==> config.mk <==
export PLATFORM = sky130hd
export DESIGN_NAME = piso_serializer
export DESIGN_NICKNAME = d
export VERILOG_FILES = /design/src/rtl/piso_serializer_pkg.sv /design/src/rtl/piso_serializer.sv
export SDC_FILE = /design/constraint.sdc
export NUM_CORES = 1
export LEC_CHECK = 0
export CORE_MARGIN = 5
export CORE_UTILIZATION = 45
export DETAILED_ROUTE_END_ITERATION = 12
export MAX_ROUTING_LAYER = met4
export PLACE_DENSITY = 0.7
export REMOVE_ABC_BUFFERS = 1
export SLEW_MARGIN = 40
export SYNTH_ARGS = -nofsm -noshare
export SYNTH_HDL_FRONTEND = slang
export SYNTH_SLANG_ARGS = --single-unit
==> constraint.sdc <==
create_clock -name clk -period 1.8 [get_ports clk]
set_clock_uncertainty 0.2 [all_clocks]
set_input_delay 0.27 -clock clk [delete_from_list [all_inputs] [get_ports clk]]
set_output_delay 0.27 -clock clk [all_outputs]
set_load 0.01 [all_outputs]
==> src/rtl/piso_serializer_pkg.sv <==
// Shared definitions for the serial stages (piso serializer, sipo deserializer).
// Holds the serial-stage state encoding, bit-order constants and a counter-width helper.
package piso_serializer_pkg;

  // Serial stage control states
  typedef enum logic {
    IDLE  = 1'b0,
    SHIFT = 1'b1
  } ser_state_e;

  // Bit-order selectors used for the MSB_FIRST parameter
  localparam bit BIT_ORDER_MSB_FIRST = 1'b1;
  localparam bit BIT_ORDER_LSB_FIRST = 1'b0;

  // Width of a bit counter spanning 0..width-1; never narrower than one bit
  function automatic int cnt_width(input int width);
    if (width <= 2) begin
      return 1;
    end
    return $clog2(width);
  endfunction

endpackage

==> src/rtl/piso_serializer.sv <==
// Parallel-in serial-out stage feeding the sipo deserializer.
// Words arrive over valid/ready and leave one bit per clock. A one-entry
// holding register lets the next word queue up behind the word being shifted,
// so consecutive words stream with no idle bit between them.
//
// state | meaning
// IDLE  | no word in flight, serial outputs quiet, waiting for a transfer
// SHIFT | shift_reg drives one bit per cycle, bit_cnt = index of that bit
module piso_serializer #(
  parameter int WIDTH     = 4,
  parameter bit MSB_FIRST = 1'b1
) (
  input  logic             clk,
  input  logic             rst_n,
  input  logic [WIDTH-1:0] par_data_in,
  input  logic             par_valid,
  output logic             par_ready,
  output logic             serial_data_out,
  output logic             serial_valid,
  output logic             frame_start,
  output logic             last_bit
);

  import piso_serializer_pkg::*;

  localparam int                CNT_W    = cnt_width(WIDTH);
  localparam logic [CNT_W-1:0]  LAST_CNT = CNT_W'(WIDTH - 1);
  localparam bit                MSB_MODE = (MSB_FIRST == BIT_ORDER_MSB_FIRST);

  ser_state_e       state;
  ser_state_e       state_next;
  logic [WIDTH-1:0] shift_reg;
  logic [WIDTH-1:0] shift_next;
  logic [WIDTH-1:0] shift_step;
  logic [CNT_W-1:0] bit_cnt;
  logic [CNT_W-1:0] cnt_next;
  logic             hold_full;
  logic             hold_full_next;
  logic [WIDTH-1:0] hold_reg;
  logic [WIDTH-1:0] hold_next;
  logic             xfer;
  logic             on_last;
  logic             out_bit;

  // Ready depends only on the holding register, never on par_valid
  assign par_ready = !hold_full;
  assign xfer      = par_valid && par_ready;
  assign on_last   = (state == SHIFT) && (bit_cnt == LAST_CNT);

  // One-position zero-filled shift toward the outgoing end
  assign shift_step = MSB_MODE ? {shift_reg[WIDTH-2:0], 1'b0}
                               : {1'b0, shift_reg[WIDTH-1:1]};
  assign out_bit    = MSB_MODE ? shift_reg[WIDTH-1] : shift_reg[0];

  // Serial outputs decode straight from registered state so they clear with reset
  assign serial_valid    = (state == SHIFT);
  assign serial_data_out = (state == SHIFT) && out_bit;
  assign frame_start     = (state == SHIFT) && (bit_cnt == '0);
  assign last_bit        = on_last;

  // State, shift, counter and holding registers
  always_ff @(posedge clk or negedge rst_n) begin
    if (!rst_n) begin
      state     <= IDLE;
      shift_reg <= '0;
      bit_cnt   <= '0;
      hold_full <= 1'b0;
      hold_reg  <= '0;
    end else begin
      state     <= state_next;
      shift_reg <= shift_next;
      bit_cnt   <= cnt_next;
      hold_full <= hold_full_next;
      hold_reg  <= hold_next;
    end
  end

  // Next-state logic: load, shift, queue into hold, and reload on the last bit
  always_comb begin
    state_next     = state;
    shift_next     = shift_reg;
    cnt_next       = bit_cnt;
    hold_full_next = hold_full;
    hold_next      = hold_reg;

    case (state)
      IDLE: begin
        if (xfer) begin
          shift_next = par_data_in;
          cnt_next   = '0;
          state_next = SHIFT;
        end
      end

      SHIFT: begin
        if (bit_cnt == LAST_CNT) begin
          // Held word wins over a fresh transfer; ready is low when hold is full anyway
          if (hold_full) begin
            shift_next     = hold_reg;
            hold_full_next = 1'b0;
            cnt_next       = '0;
          end else if (xfer) begin
            shift_next = par_data_in;
            cnt_next   = '0;
          end else begin
            shift_next = shift_step;
            cnt_next   = '0;
            state_next = IDLE;
          end
        end else begin
          shift_next = shift_step;
          cnt_next   = bit_cnt + CNT_W'(1);
          if (xfer) begin
            hold_next      = par_data_in;
            hold_full_next = 1'b1;
          end
        end
      end

      default: begin
        state_next = IDLE;
        cnt_next   = '0;
      end
    endcase
  end

endmodule

==> results_dict.tcl, run 1 <==
set metrics [dict create \
    grt.total_usage_pct 12.9 \
    drc_errors 0 \
    clockBufferDepth 2 \
    viasPerCell 5.47 \
    crit_fanout 4 \
    htreeDepth 1 \
    num_rows 14 \
    ys_warn_count 0 \
    placed_cell_area_sq_um 833 \
    final_nets 93 \
    rsz0062_at_grt "false" \
    yosys.area.top_type "dfrtp_1" \
    grt_antenna_before_repair 0 \
    cp_slowest_cell "clkdlybuf4s50_1" \
    grt_pass1_wl_microns 2330 \
    synth_cells 65 \
    relSlewSlack_pct 81.2 \
    firstDrtPassIters 4 \
    setup_viol 0 \
    wl_per_cell_microns 14.7 \
    required_ns 1.33 \
    post-route-worst-setup-slack_ns 0.134 \
    cellLeakagePower_nw 0.404 \
    die_area_sq_um 2400 \
    mostFrequentLayoutCells "dfrtp_1 (11), mux2_2 (7), clkdlybuf4s50_1 (7), buf_4 (7)" \
    synthTopCellsByArea "dfrtp_1 (44%), mux2_2 (12%), nand2b_1 (4.6%), ha_1 (3.7%), o211ai_1 (3.3%)" \
    final_cell_area_sq_um 862 \
    io_pins 12 \
    grt_pass1_vias 519 \
    yosysSeqAreaShare_pct 43.9 \
    critPathCaptureType "output port" \
    whs_ns 0.0924 \
    layout_worst_path_cycle_share_pct 92.6 \
    cts.sinks 12 \
    layout_commonest_cell "dfrtp_1" \
    dp_slack_ns -0.0424 \
    maxCapViolCount 0 \
    clockRootBuffer "clkbuf_4" \
    cts_hold_buf 0 \
    areaGrowthSynthToFinish_pct 26.0 \
    fin_crit_ns 1.67 \
    die-width_microns 49 \
    syn_avg_cell_area_sq_um 10.5 \
    syn_area_sq_um 684 \
    drive_gt1_share_pct 29.3 \
    drt-initial-drc-count 9 \
    final_hold_viol_count 0 \
    start_util_pct 46.5 \
    path_cells "clkdlybuf4s50_1" \
    core_sq_um 1470 \
    cp_slowest_stage_delay_ns 0.54 \
    hold_class "input pin to async pin" \
    path_buf_inv 1 \
    status "finished clean" \
    worst_pin_slew_ns 0.280 \
    clk_latency_ns 0.27 \
    gp_congestion 0.869 \
    synth_cell_types 22 \
    dieHeight_microns 49 \
    cp-start-kind "register" \
    worstPathArrival_ns 1.20 \
    vdd.ir_drop.worst_v 0.000913 \
    path_clk_slew_ns 0.08 \
    path_delay_family "buffers and inverters" \
    post-dp-hpwl_microns 1070 \
    grt_max_degree 13 \
    slew_viol_final 0 \
    grt_overflow 0 \
    vias 536 \
    synth-seq-cells 12 \
    p_per_area_nw_per_um2 1730 \
    antenna_left 0 \
    cts_tree "yes" \
    synth_top_area_share_pct 43.9 \
    setup_tns_ns 0 \
    path_class "register to output port" \
    diodes 0 \
    cts_buffers 3 \
    io_buffers 11 \
    fmax_ghz 0.600 \
    postRouteWirelength_microns 1440 \
]
==> where the power goes <==
group,switching [mW],internal [mW]
combinational,0.399,0.428
sequential,0.0914,0.409
clock,0.0899,0.0774
==> final timing paths <==
| kind | endpoint | start | slack (ns) | cells after the start |
|---|---|---|---|---|
| hold / removal | shift_reg[2] | rst_n | 0.09 | 2 |
| setup / recovery | serial_valid | serial_valid | 0.13 | 1 |
| hold reg to reg | hold_reg[2] | hold_reg[2] | 0.30 | 1 |
| setup reg to reg | hold_reg[3] | bit_cnt[0] | 0.16 | 4 |
| max in group asynchronous | serial_valid | rst_n | 1.13 | 2 |
| min in group clk | hold_reg[2] | hold_reg[2] | 0.30 | 1 |
==> synthesized netlist by cell type <==
cell	instances
mux2_2	7
o21ai_0	1
mux2i_1	1
nand2_1	3
dfrtp_1	12
nand3_1	3
nor2b_2	1
o31ai_1	1
inv_1	5
nor3_1	3
a31oi_1	3
o211ai_1	3
nand2b_1	5
and2_1	2
ha_1	2
nand2b_2	1
buf_2	3
buf_6	1
a22oi_1	1
o21bai_1	3
o22ai_1	3
nor2_8	1
==> per-stage QoR <==
| step | total power, mW | util [%] | cells |
|---|---|---|---|
| 2_1_floorplan | 1.01 | - | 61 |
| 3_3_place_gp | 1.31 | 56.6 | 94 |
| 3_5_place_dp | 1.34 | 56.6 | 94 |
| 4_1_cts | 1.51 | 58.8 | 98 |
| 5_1_grt | 1.61 | 58.6 | 98 |
| 6_report | 1.49 | 58.6 | 98 |
==> final cells by class <==
type                    count  area [sq um]
well taps                  16          20.0
flip-flops and latches     12           302
multi-input cells          44           342
repair buffers             18           158
clock buffers               3          22.5
inverters                   5          18.8
fillers                   133           609
==> repair_timing <==
action                     CTS  global route
setup buffers                1             0
setup endpoints to repair    4             4
resized for setup            4             6
==> cell families after synthesis <==
family	Yosys count	synth area share, %
buf+inv	9	6.58
mux	8	13.0
flops	12	43.9
fa+ha+maj	2	3.66
simple gates	19	17.9
compound gates	15	15.0
==> routing by layer <==
metal	up-vias	part of all wire (%)	global-route usage, %
li1	264	-	-
met1	258	49	16.0
met2	12	46	19.6
met3	2	4.3	4.59
met4	0	0.70	4.04
met5	-	0	-
Power figures use the tool's default switching activity.
==> run 2, diff against run 1 <==
- CAP_MARGIN: default -> 25
- SKIP_CTS_REPAIR_TIMING: default -> 1
==> run 2 against run 1 <==
Sequential power about the same. Highest routed layer unchanged. Critical endpoint is now last_bit. Cell count unchanged. Clock-buffer cell count unchanged. Fmax shrank 2.8%. Die area unchanged. Final area increased by 1.5%.
==> results_dict.tcl, run 2 (same netlist as run 1, synthesis figures left out) <==
set metrics [dict create \
    status "finished clean" \
    io_pins 12 \
    clockRootBuffer "clkbuf_4" \
    path_cells "ha_1 > nand2_1 > inv_1 > dlymetal6s2s_1" \
    worstPathArrival_ns 1.24 \
    wl_per_cell_microns 14.6 \
    io_buffers 11 \
    drc_errors 0 \
    postRouteWirelength_microns 1430 \
    grt_antenna_before_repair 0 \
    final_nets 93 \
    setup_viol 0 \
    p_per_area_nw_per_um2 1720 \
    reg2reg_to "hold_reg[3]" \
    cts.sinks 12 \
    crit_fanout 4 \
    clockBufferDepth 2 \
    slew_viol_final 0 \
    grt_pass1_wl_microns 2300 \
    dieHeight_microns 49 \
    worstSetupPathDepth 4 \
    post-dp-hpwl_microns 1070 \
    gp_congestion 0.869 \
    areaGrowthSynthToFinish_pct 27.8 \
    mostFrequentLayoutCells "dfrtp_1 (11), mux2_2 (7), clkdlybuf4s50_1 (7), buf_4 (7)" \
    rsz0062_at_grt "false" \
    path_buf_inv 2 \
    drt-initial-drc-count 10 \
    vdd.ir_drop.worst_v 0.000915 \
    htreeDepth 1 \
    viasPerCell 5.58 \
    cts_buffers 3 \
    cp_slowest_cell "dfrtp_1" \
    worst_pin_slew_ns 0.282 \
    fin_crit_ns 1.71 \
    grt.total_usage_pct 12.8 \
    timing.rr.start "bit_cnt[0]" \
    path_clk_slew_ns 0.08 \
    final_cell_area_sq_um 875 \
    die_area_sq_um 2400 \
    firstDrtPassIters 4 \
    grt_pass1_vias 511 \
    num_rows 14 \
    relSlewSlack_pct 81.1 \
    vias 547 \
    die-width_microns 49 \
    cp-endpoint "last_bit" \
    drive_gt1_share_pct 25.6 \
    layout_commonest_cell "dfrtp_1" \
    maxCapViolCount 0 \
    r2r_cells 4 \
    ff2ff_setup_slack_ns 0.13 \
    critPathLaunch "bit_cnt[0]" \
    power_mw 1.51 \
    diodes 0 \
    path_delay_family "flip-flops" \
    critPathCaptureType "output port" \
    placed_cell_area_sq_um 833 \
    layout_worst_path_cycle_share_pct 95.2 \
    final_hold_viol_count 0 \
    required_ns 1.33 \
    cellLeakagePower_nw 0.434 \
    cts_tree "yes" \
    antenna_left 0 \
    clk_latency_ns 0.27 \
    start_util_pct 46.5 \
    cp_slowest_stage_delay_ns 0.41 \
    path_class "register to output port" \
    hold_class "input pin to async pin" \
    fmax_ghz 0.583 \
    cp-start-kind "register" \
    grt_max_degree 13 \
    grt_overflow 0 \
    core_sq_um 1470 \
]
run 2: worst min path at each step:
stage	cells after the start	end	slack [ns]
CTS	2	shift_reg[2]	0.1
global placement	1	hold_reg[3]	0.28
floorplan	0	bit_cnt[0]	-0.23
global route	2	shift_reg[2]	0.10
detailed placement	1	hold_reg[2]	0.29
finish	2	shift_reg[2]	0.09
run 2: per-stage QoR:
| step | util, % | setup WS [ns] | cells | TNS (ns) | hold slack [ns] |
|---|---|---|---|---|---|
| 2_1_floorplan | - | 0.192 | 61 | 0 | -0.226 |
| 3_3_place_gp | 56.6 | -0.0249 | 94 | -0.0951 | 0.283 |
| 3_5_place_dp | 56.6 | -0.0424 | 94 | -0.147 | 0.292 |
| 4_1_cts | 58.2 | -0.253 | 97 | -0.614 | 0.0950 |
| 5_1_grt | 59.4 | 0.0274 | 98 | 0 | 0.105 |
| 6_report | 59.4 | 0.0860 | 98 | 0 | 0.0926 |
run 2: power by group:
group	internal [mW]	switching, mW	total, mW
sequential	0.409	0.0895	0.498
clock	0.0774	0.0898	0.167
combinational	0.443	0.397	0.840
total	0.929	0.576	1.51
run 2: area by class of cell:
| cell class | count | area (sq um) |
|---|---|---|
| Timing Repair Buffer | 18 | 173 |
| Multi-Input combinational cell | 44 | 339 |
| Inverter | 5 | 18.8 |
| Sequential cell | 12 | 302 |
| Fill cell | 131 | 597 |
| Tap cell | 16 | 20.0 |
| Clock buffer | 3 | 22.5 |
run 2: layer usage:
layer / global-route usage [%] / wire (microns) / up-vias
li1: - / - / 265
met5: - / 0 / -
met4: 4.04 / 10 / 0
met2: 19.1 / 668 / 14
met3: 4.59 / 71 / 2
met1: 16.0 / 681 / 266
run 2: worst register-to-register path, stage by stage, from the launching register on:
cell      delay (ns)
dfrtp_1         0.41
ha_1            0.23
nand2b_2        0.25
nor2_8          0.13
mux2_2          0.34
